$ cat config.mk
export PLATFORM = sky130hd
export DESIGN_NAME = genesis_pad_responder
export DESIGN_NICKNAME = d
export VERILOG_FILES = /design/src/rtl/genesis_pad_responder.sv
export SDC_FILE = /design/constraint.sdc
export NUM_CORES = 1
export LEC_CHECK = 0
export ABC_CLOCK_PERIOD_IN_PS = 2300
export CORE_MARGIN = 1
export CORE_UTILIZATION = 62
export CTS_BUF_LIST = sky130_fd_sc_hd__clkbuf_16
export DETAILED_ROUTE_END_ITERATION = 12
export DONT_BUFFER_PORTS = 1
export GPL_TIMING_DRIVEN = 0
export HOLD_SLACK_MARGIN = 0.1
export PLACE_DENSITY = 0.77
export REMOVE_ABC_BUFFERS = 1
export SLEW_MARGIN = 40
export SYNTH_ARGS = -nofsm -noshare
export SYNTH_HDL_FRONTEND = slang
export SYNTH_SLANG_ARGS = --single-unit
export TNS_END_PERCENT = 20
$ cat constraint.sdc
create_clock -name clk -period 2.3 [get_ports clk]
set_input_delay 0.46 -clock clk [delete_from_list [all_inputs] [get_ports clk]]
set_output_delay 0.46 -clock clk [all_outputs]
set_load 0.05 [all_outputs]
$ cat src/rtl/genesis_pad_responder.sv
// Pad-side responder for the Genesis multiplexed controller port: drives the six
// active-low pins from a pressed-button vector, following the 3/6-button select protocol.
module genesis_pad_responder #(
  parameter int unsigned TIMEOUT_CYCLES = 75000,
  parameter bit          SIX_BUTTON     = 1'b1
) (
  input  logic        clk,
  input  logic        reset,
  input  logic        selectSignal,
  input  logic [10:0] buttons_in,
  output logic        up_z,
  output logic        down_y,
  output logic        left_x,
  output logic        right,
  output logic        a_b,
  output logic        start_c
);

  localparam int unsigned TW = (TIMEOUT_CYCLES > 1) ? $clog2(TIMEOUT_CYCLES) : 1;
  localparam logic [TW-1:0] TO_LAST = TW'(TIMEOUT_CYCLES - 1);

  typedef enum logic [1:0] {
    PH0 = 2'd0,
    PH1 = 2'd1,
    PH2 = 2'd2,
    PH3 = 2'd3
  } phase_t;

  logic          r_sync1;
  logic          r_sync2;
  logic          r_sel_d;
  logic [TW-1:0] r_to_cnt;
  phase_t        r_phase;
  phase_t        w_phase_next;
  logic [5:0]    r_pins;
  logic [5:0]    w_pins;
  logic [10:0]   w_n;
  logic          w_rise;
  logic          w_fall;
  logic          w_edge;
  logic          w_timeout;

  // Two-flop synchronizer plus one delay stage for edge detection
  always_ff @(posedge clk or posedge reset) begin
    if (reset) begin
      r_sync1 <= 1'b1;
      r_sync2 <= 1'b1;
      r_sel_d <= 1'b1;
    end else begin
      r_sync1 <= selectSignal;
      r_sync2 <= r_sync1;
      r_sel_d <= r_sync2;
    end
  end

  assign w_rise    = r_sync2 & ~r_sel_d;
  assign w_fall    = ~r_sync2 & r_sel_d;
  assign w_edge    = w_rise | w_fall;
  assign w_timeout = (r_to_cnt == TO_LAST);

  // Idle counter: cleared by any select edge, saturates at the timeout value
  always_ff @(posedge clk or posedge reset) begin
    if (reset) begin
      r_to_cnt <= '0;
    end else if (w_edge) begin
      r_to_cnt <= '0;
    end else if (!w_timeout) begin
      r_to_cnt <= r_to_cnt + TW'(1);
    end
  end

  always_ff @(posedge clk or posedge reset) begin
    if (reset) begin
      r_phase <= PH0;
    end else begin
      r_phase <= w_phase_next;
    end
  end

  // Phase advances on each synced rise; an edge in the same cycle beats the timeout
  always_comb begin
    w_phase_next = r_phase;
    if (!SIX_BUTTON) begin
      w_phase_next = PH0;
    end else if (w_rise) begin
      case (r_phase)
        PH0:     w_phase_next = PH1;
        PH1:     w_phase_next = PH2;
        PH2:     w_phase_next = PH3;
        default: w_phase_next = PH0;
      endcase
    end else if (!w_fall && w_timeout) begin
      w_phase_next = PH0;
    end
  end

  assign w_n = ~buttons_in;

  // Pin map {up_z,down_y,left_x,right,a_b,start_c}, using the phase that takes effect this edge
  always_comb begin
    w_pins = 6'b111111;
    if (r_sync2) begin
      if (w_phase_next == PH3) begin
        w_pins = {w_n[10], w_n[9], w_n[8], 1'b1, 1'b1, 1'b1};
      end else begin
        w_pins = {w_n[0], w_n[1], w_n[2], w_n[3], w_n[5], w_n[6]};
      end
    end else begin
      case (w_phase_next)
        PH3:     w_pins = {4'b1111, w_n[4], w_n[7]};
        PH2:     w_pins = {4'b0000, w_n[4], w_n[7]};
        default: w_pins = {w_n[0], w_n[1], 2'b00, w_n[4], w_n[7]};
      endcase
    end
  end

  always_ff @(posedge clk or posedge reset) begin
    if (reset) begin
      r_pins <= 6'b111111;
    end else begin
      r_pins <= w_pins;
    end
  end

  assign up_z    = r_pins[5];
  assign down_y  = r_pins[4];
  assign left_x  = r_pins[3];
  assign right   = r_pins[2];
  assign a_b     = r_pins[1];
  assign start_c = r_pins[0];

endmodule

==> results of run 1 <==
## worst min path at each step
stage / start / to / cells after the start
final: reset / r_to_cnt[16] / 1
after global routing: reset / r_to_cnt[16] / 1
after CTS: reset / r_to_cnt[12] / 1
after detailed placement: r_sync1 / r_sync2 / 0
after global placement: r_sync1 / r_sync2 / 0
after floorplan: r_sync1 / r_sync2 / 0
## cells by family (layout without fill, tap and decap cells)
family	Yosys count	count (layout)	synth area share (%)
AO/OA/AOI/OAI	24	24	11.2
XOR/XNOR	10	10	5.78
adder cells (fa/ha/maj)	5	5	4.13
buffers and inverters	9	9	2.56
flip-flops	28	28	47.0
multiplexers	2	2	1.40
AND/OR/NAND/NOR	62	62	27.9
## per-stage QoR
step	setup WS (ns)	hold WS, ns	cell area (sq um)	utilization, %	std cells
after floorplan	0.480	0.345	1500	-	136
after global placement	0.367	0.349	1530	67.9	164
after detailed placement	0.345	0.351	1530	67.9	164
after CTS	0.325	0.150	1610	71.4	168
after global routing	0.189	0.175	1610	71.4	168
final	0.300	0.133	1610	71.4	168
## routing by layer
layer  up-vias  global-route usage (%)  wire [microns]
met2        19                    38.7            1280
met1       514                    35.0            1380
met5         -                       0               0
li1        511                       -               -
met3         5                    4.46              76
met4         0                    13.1              40
## Yosys cell counts, types with 3 or more instances
master | number | area share [%]
a21boi_1 | 3 | 1.5
a31oi_1 | 3 | 1.2
and2_1 | 11 | 4.5
and3_2 | 3 | 1.5
dfrtp_1 | 19 | 31
dfstp_2 | 9 | 16
ha_1 | 5 | 4.1
inv_1 | 5 | 1.2
nand2_1 | 6 | 1.5
nand3_1 | 10 | 3.3
nand4_1 | 3 | 1.2
nor2_1 | 3 | 0.74
nor2b_1 | 3 | 1.2
nor3_1 | 3 | 0.99
o21ai_0 | 4 | 1.3
xnor2_1 | 6 | 3.5
xor2_1 | 4 | 2.3
## layout make-up
cell class | count | area, sq um
Clock inverter | 1 | 3.75
Tap cell | 28 | 35.0
Inverter | 5 | 18.8
Fill cell | 176 | 646
Sequential cell | 28 | 712
Multi-Input combinational cell | 103 | 764
Clock buffer | 3 | 75.1
## power breakdown
group          switching (uW)  internal [uW]  total (uW)
registers                 159            584         743
logic                     112           88.2         200
clock network             162            233         395
## flip-flops by register name (all words and copies together) (netlist names)
signal and flops:
r_phase 2, r_sel_d 1, r_sync2 1, r_to_cnt 17, r_sync1 1, r_pins 6
==> flow_summary_export.csv, run 1 <==
group,metric,value,unit
run_status,status,"finished, final reports clean",
routing,dr.first_iter.drc_count,22,
cts,cts-root-buf,"clkbuf_16",
cts,post_cts_resize_count,0,
global_routing,grt_pass1_vias,1052,
layout,layout_common_cells,"dfrtp_1 (19), and2_1 (11), nand3_1 (10)",
synthesis,ys_seq_area_share,47.0,%
setup_path,cp_slowest_cell,"dfstp_2",
cts,cts_buffers,3,
floorplanning,num_rows,17,
sta,tns,0,ns
cts,postCtsSetupBuffers,0,
placement,gp_congestion,0.883,
pwr,peakVddDrop,0.628,mV
setup_path,cp-endpoint,"r_pins[5]",
floorplanning,dieArea,0.00265,sq mm
layout,nNetsFinal,160,
cts,clockBufferDepth,2,
pwr,total_power,1340,uW
synthesis,ys_types,51,
floorplanning,core,0.00225,sq mm
global_routing,grt_overflow,0,
sta,max_freq,500,MHz
layout,drive_gt1_share,18.6,%
routing,wl_per_cell,16.5,microns
routing,drc_errors,0,
cts,clk_latency,0.26,ns
setup_path,crit_arrival,2.18,ns
layout,final_common_cell,"dfrtp_1",
pwr,powerDensity,832,mW/mm^2
setup_path,critPathLaunchType,"flip-flop",
pwr,p_leak,0.000709,uW
sta,hold_viol_final,0,
routing,ant_nets,0,
global_routing,grt_max_degree,29,
setup_path,regToRegEndpoint,"r_pins[5]",
synthesis,syn_area_per_cell,10.8,sq um
floorplanning,io_pins,20,
routing,drtPass1Iterations,4,
setup_path,critPathMaxFanout,11,
setup_path,path_buf_inv,0,
cts,cts_hold_buf,0,
synthesis,syn_inst,140,
global_routing,antenna_found_initial,0,
routing,drt_wl_total,2780,microns
min_path,min_path_type,"in2async",
layout,diodes,0,
job,maxCapViolCount,0,
sta,worstMarginPinSlew,0.571,ns
cts,cts_tree,"done",
setup_path,path_class,"reg2reg",
setup_path,path_cells,"ha_1 > or3b_1 > and2_1 > a31o_2 > a22oi_1",
sta,fin_crit_sh,87.0,%
cts,cts_max_level,1,
placement,hpwl,1940,microns
sta,slew_headroom,61.9,%
synthesis,async_reset_ff_share,100,%
global_routing,track_usage,25.6,%
setup_path,critPathTopFamily,"flip-flops",
sta,setup_viol,0,
setup_path,reg2regPathDepth,5,
setup_path,worstPathRequired,2.48,ns
synthesis,synth_edf_count,0,
synthesis,ys_dominant_reg_cell,"dfrtp_1",
placement,portBuffers,0,
sta,skew,0.00373,ns
sta,rsz0062_at_grt,"no",
routing,num_vias,1049,
cts,cts.sinks,28,
setup_path,r2r_setup_slack,0.30,ns
floorplanning,die_h,51.4,microns
global_routing,grt_first_pass_wirelength,4870,microns
setup_path,cpPeakStageDelay,0.64,ns
cts,clk_pin_slew,0.07,ns
layout,area_growth_syn_to_layout,6.19,%
synthesis,syn_area,0.00152,sq mm
setup_path,crit_cells,5,
setup_path,critPathCaptureType,"flip-flop",
routing,via_per_inst,6.24,
synthesis,ys_ff_latch,28,
floorplanning,start_util,67.2,%
sta,period_needed,2.00,ns
sta,slew_viol_final,0,
setup_path,startpoint,"r_sync2",
floorplanning,die_w,51.4,microns
synthesis,yosys_warnings,0,
setup_path,r2r-start,"r_sync2",
No activity file was read; power rests on OpenSTA's default activity.
==> run 2: changes to the inputs <==
--- a/config.mk
+++ b/config.mk
@@ -6,6 +6,7 @@
 export NUM_CORES = 1
 export LEC_CHECK = 0
 export ABC_CLOCK_PERIOD_IN_PS = 2300
+export CORE_ASPECT_RATIO = 0.6
 export CORE_MARGIN = 1
 export CORE_UTILIZATION = 62
 export CTS_BUF_LIST = sky130_fd_sc_hd__clkbuf_16
@@ -15,6 +16,7 @@
 export HOLD_SLACK_MARGIN = 0.1
 export PLACE_DENSITY = 0.77
 export REMOVE_ABC_BUFFERS = 1
+export SKIP_LAST_GASP = 1
 export SLEW_MARGIN = 40
 export SYNTH_ARGS = -nofsm -noshare
 export SYNTH_HDL_FRONTEND = slang
==> run 2 against run 1 <==
Effect of this change:
- register-to-register slack worse by 0.18 ns
- critical path type unchanged
- sequential power rose by 0.7%
- die area up 0.25%
- combinational power rose by 10%
- critical endpoint unchanged
- critical path depth did not move
- first-iteration DRC count grew to 3.9 times the previous value
==> flow_summary_export.csv, run 2 (synthesized netlist as in run 1, its figures left out) <==
group,metric,value,unit
setup_path,path_buf_inv,0,
global_routing,grt_first_pass_wirelength,5070,microns
global_routing,track_usage,27.9,%
sta,skew,0.00405,ns
floorplanning,io_pins,20,
setup_path,path_cells,"ha_1 > or3b_1 > and2_1 > a31o_2 > a22oi_1",
cts,clockBufferDepth,2,
global_routing,grt_overflow,0,
setup_path,r2r-start,"r_sync2",
floorplanning,num_rows,13,
routing,via_per_inst,6.61,
layout,largest_reg_flops,17,
cts,cts-root-buf,"clkbuf_16",
pwr,powerDensity,844,mW/mm^2
floorplanning,core,0.00223,sq mm
routing,wl_per_cell,19.3,microns
sta,hold_viol_final,0,
setup_path,critPathCaptureType,"flip-flop",
run_status,status,"finished, final reports clean",
global_routing,grt_pass1_vias,989,
setup_path,critPathMaxFanout,11,
placement,portBuffers,0,
setup_path,critPathLaunchType,"flip-flop",
setup_path,cpPeakStageDelay,0.65,ns
setup_path,regToRegEndpoint,"r_pins[5]",
layout,diodes,0,
sta,slew_viol_final,0,
cts,clk_pin_slew,0.07,ns
layout,final_common_cell,"dfrtp_1",
layout,instances_no_fill,170,
cts,cts_max_level,1,
layout,largestRegisters,"r_to_cnt x17, r_pins x6, r_phase x2",
pwr,total_power,1360,uW
routing,drt_wl_total,3290,microns
routing,ant_nets,0,
layout,drive_gt1_share,18.6,%
setup_path,critPathTopFamily,"flip-flops",
sta,period_needed,2.18,ns
cts,postCtsSetupBuffers,0,
global_routing,antenna_found_initial,0,
cts,cts_tree,"done",
pwr,p_leak,0.000709,uW
placement,hpwl,2280,microns
cts,clk_latency,0.26,ns
layout,layout_common_cells,"dfrtp_1 (19), and2_1 (11), nand3_1 (10)",
floorplanning,die_w,65.8,microns
layout,top_register,"r_to_cnt",
sta,tns,0,ns
cts,cts.sinks,28,
sta,worstMarginPinSlew,0.563,ns
routing,num_vias,1124,
sta,holdWs,0.132,ns
setup_path,worstPathRequired,2.47,ns
floorplanning,start_util,68.0,%
setup_path,cp_slowest_cell,"dfstp_2",
global_routing,grt_max_degree,29,
routing,drtPass1Iterations,4,
setup_path,r2r_setup_slack,0.12,ns
placement,placed_cells,166,
sta,setup_viol,0,
routing,dr.first_iter.drc_count,86,
cts,post_cts_resize_count,0,
cts,cts_hold_buf,0,
pwr,peakVddDrop,0.517,mV
sta,slew_headroom,62.4,%
floorplanning,die_h,40.3,microns
setup_path,path_class,"reg2reg",
cts,cts_buffers,3,
floorplanning,dieArea,0.00265,sq mm
layout,area_growth_syn_to_layout,6.36,%
setup_path,reg2regPathDepth,5,
placement,gp_congestion,0.824,
sta,max_freq,458,MHz
sta,rsz0062_at_grt,"no",
setup_path,crit_arrival,2.35,ns
min_path,min_path_type,"in2async",
sta,fin_crit_sh,94.8,%
routing,drc_errors,0,
job,maxCapViolCount,0,
layout,n_fill_cell,151,
layout,nNetsFinal,160,
-- run 2: cell counts in the layout (fill, tap and decap cells not counted) --
Identical to the previous run, type by type.
-- run 2: metrics by stage --
stage / utilization, % / area, sq um / worst slack, ns
2_1_floorplan: - / 1500 / 0.480
3_3_place_gp: 68.8 / 1530 / 0.309
3_5_place_dp: 68.8 / 1530 / 0.239
4_1_cts: 72.3 / 1610 / 0.167
5_1_grt: 72.3 / 1610 / 0.0655
6_report: 72.3 / 1610 / 0.119
-- run 2: area by class of cell --
class | count | area [sq um] | share of cell area, %
Clock buffer | 3 | 75.1 | 4.66
Multi-Input combinational cell | 103 | 764 | 47.4
Sequential cell | 28 | 712 | 44.2
Tap cell | 30 | 37.5 | 2.33
Inverter | 5 | 18.8 | 1.16
Clock inverter | 1 | 3.75 | 0.233
-- run 2: worst max path at each step --
stage | start | to | slack, ns | cells past startpoint
6_report | r_sync2 | r_pins[5] | 0.12 | 5
5_1_grt | r_sync2 | r_pins[5] | 0.07 | 5
4_1_cts | r_sync2 | r_pins[5] | 0.17 | 5
3_5_place_dp | r_sync2 | r_pins[5] | 0.24 | 5
3_3_place_gp | r_sync2 | r_pins[5] | 0.31 | 5
2_1_floorplan | r_sync2 | r_pins[5] | 0.48 | 5
-- run 2: metal layers --
metal	share of wire, %	up-vias	global-route usage, %
met4	0.64	0	5.98
met3	9.6	5	7.39
met5	0	-	0
met1	42	536	36.5
met2	48	72	47.4
li1	-	511	-
-- run 2: power breakdown --
part / leakage (uW) / switching, uW / internal (uW)
sequential: 0.000353 / 164 / 584
combinational: 0.000318 / 130 / 89.7
clock: 0.0000385 / 159 / 233
total: 0.000709 / 453 / 907
==> run 3: changes to the inputs <==
--- a/config.mk
+++ b/config.mk
@@ -14,7 +14,7 @@
 export DONT_BUFFER_PORTS = 1
 export GPL_TIMING_DRIVEN = 0
 export HOLD_SLACK_MARGIN = 0.1
-export PLACE_DENSITY = 0.77
+export PLACE_DENSITY = 0.89
 export REMOVE_ABC_BUFFERS = 1
 export SKIP_LAST_GASP = 1
 export SLEW_MARGIN = 40
==> run 3 against run 2 <==
Effect of this change:
- final area stayed put
- sequential power hardly changed
- hold slack worse by 0.0017 ns
- maximum frequency is 3.4% higher
- non-clock buffer count stayed put
- clock power is 2% lower
- core utilization stayed put
- clock-buffer cell count stayed put
- combinational power is 4% lower
==> flow_summary_export.csv, run 3 (synthesized netlist as in run 1, its figures left out) <==
group,metric,value,unit
setup_path,worstPathRequired,2.47,ns
layout,n_fill_cell,147,
layout,regArea,712,sq um
floorplanning,num_rows,13,
routing,via_per_inst,6.31,
placement,hpwl,2130,microns
sta,skew,0.00288,ns
layout,instances_no_fill,170,
routing,dr.first_iter.drc_count,77,
pwr,peakVddDrop,0.430,mV
floorplanning,start_util,68.0,%
sta,period_needed,2.11,ns
setup_path,regToRegEndpoint,"r_pins[5]",
routing,num_vias,1072,
layout,layout_common_cells,"dfrtp_1 (19), and2_1 (11), nand3_1 (10)",
global_routing,track_usage,25.2,%
setup_path,critPathCaptureType,"flip-flop",
sta,rsz0062_at_grt,"no",
pwr,p_switching,437,uW
layout,drive_gt1_share,18.6,%
sta,slew_headroom,62.7,%
layout,largestRegisters,"r_to_cnt x17, r_pins x6, r_phase x2",
global_routing,grt_max_degree,29,
cts,cts_tree,"done",
layout,final_common_cell,"dfrtp_1",
cts,postCtsSetupBuffers,0,
sta,tns,0,ns
routing,route.met2.wl,1350,microns
setup_path,r2r-start,"r_sync2",
cts,clk_latency,0.26,ns
routing,wl_per_cell,16.9,microns
cts,clockBufferDepth,2,
placement,gp_congestion,0.829,
setup_path,reg2regPathDepth,5,
sta,worstMarginPinSlew,0.558,ns
global_routing,antenna_found_initial,0,
layout,top_register,"r_to_cnt",
global_routing,grt_first_pass_wirelength,4590,microns
routing,dr_wl_met3,167,microns
cts,cts.sinks,28,
pwr,swShare,32.5,%
cts,clk_pin_slew,0.06,ns
pwr,power_frac_comb,15.7,%
setup_path,cp_slowest_cell,"dfstp_2",
setup_path,path_class,"reg2reg",
setup_path,critPathLaunchType,"flip-flop",
routing,drt-met1-wl,1340,microns
cts,cts-root-buf,"clkbuf_16",
floorplanning,die_w,65.8,microns
sta,max_freq,474,MHz
routing,ant_nets,0,
global_routing,grt_pass1_vias,906,
layout,largest_reg_flops,17,
floorplanning,dieArea,0.00265,sq mm
layout,area_growth_syn_to_layout,6.36,%
layout,diodes,0,
sta,setup_viol,0,
sta,hold_viol_final,0,
floorplanning,io_pins,20,
pwr,p_leak,0.000709,uW
sta,fin_crit_sh,91.8,%
layout,multi_input_area,764,sq um
routing,drt_wl_total,2870,microns
min_path,min_path_type,"in2async",
placement,placed_cells,166,
cts,post_cts_resize_count,0,
global_routing,grt_overflow,0,
pwr,clockPowerShare,28.7,%
layout,nNetsFinal,160,
pwr,powerDensity,833,mW/mm^2
sta,slew_viol_final,0,
pwr,p_seq_share,55.5,%
pwr,p_int,906,uW
floorplanning,core,0.00223,sq mm
cts,cts_hold_buf,0,
routing,dr.max_layer_used,"met4",
routing,drtPass1Iterations,4,
cts,cts_max_level,1,
run_status,status,"finished, final reports clean",
job,maxCapViolCount,0,
placement,portBuffers,0,
cts,cts_buffers,3,
floorplanning,die_h,40.3,microns
setup_path,critPathMaxFanout,11,
routing,drc_errors,0,
setup_path,crit_arrival,2.28,ns
setup_path,r2r_setup_slack,0.19,ns
setup_path,cpPeakStageDelay,0.63,ns
setup_path,path_cells,"ha_1 > or3b_1 > and2_1 > a31o_2 > a22oi_1",
-- run 3: cell counts in the layout (fill, tap and decap cells not counted) --
No cell type changed its count.
-- run 3: power by group through the flow --
| stage | Clock (uW) | Combinational, uW | Sequential, uW |
|---|---|---|---|
| after floorplan | 0 | 165 | 741 |
| after global placement | 0 | 188 | 749 |
| after detailed placement | 0 | 209 | 753 |
| after CTS | 392 | 211 | 745 |
| after global routing | 412 | 238 | 753 |
| final | 386 | 211 | 746 |
-- run 3: stage by stage --
stage | utilization [%] | total power [uW] | hold WS, ns | setup WS (ns) | instance area [sq um]
after floorplan | - | 906 | 0.345 | 0.480 | 1500
after global placement | 68.8 | 937 | 0.350 | 0.364 | 1530
after detailed placement | 68.8 | 961 | 0.351 | 0.269 | 1530
after CTS | 72.3 | 1350 | 0.152 | 0.251 | 1610
after global routing | 72.3 | 1400 | 0.176 | 0.177 | 1610
final | 72.3 | 1340 | 0.130 | 0.190 | 1610
-- run 3: final cells by class --
cell class | instances | area share [%]
sequential | 28 | 44.2
multi-input combinational | 103 | 47.4
tap | 30 | 2.33
clock buffer | 3 | 4.66
clock inverter | 1 | 0.233
inverter | 5 | 1.16
-- run 3: worst max-delay path: cells and delay by family, from the launching register on --
kind                       cells  cell delay [ns]
and+or+nand+nor                2             0.61
DFF                            1             0.63
adders and majority gates      1             0.33
AOI/OAI and AO/OA              2             0.45
-- run 3: layer usage --
layer	track usage (%)	up-vias
li1	-	509
met1	36.0	528
met2	36.5	33
met3	7.10	2
met4	9.78	0
met5	0	-
-- run 3: worst max path at each step --
stage,start,end,slack (ns),cells after the start
final,r_sync2,r_pins[5],0.19,5
after global routing,r_sync2,r_pins[5],0.18,5
after CTS,r_sync2,r_pins[5],0.25,5
after detailed placement,r_sync2,r_pins[5],0.27,5
after global placement,r_sync2,r_pins[5],0.36,5
after floorplan,r_sync2,r_pins[5],0.48,5
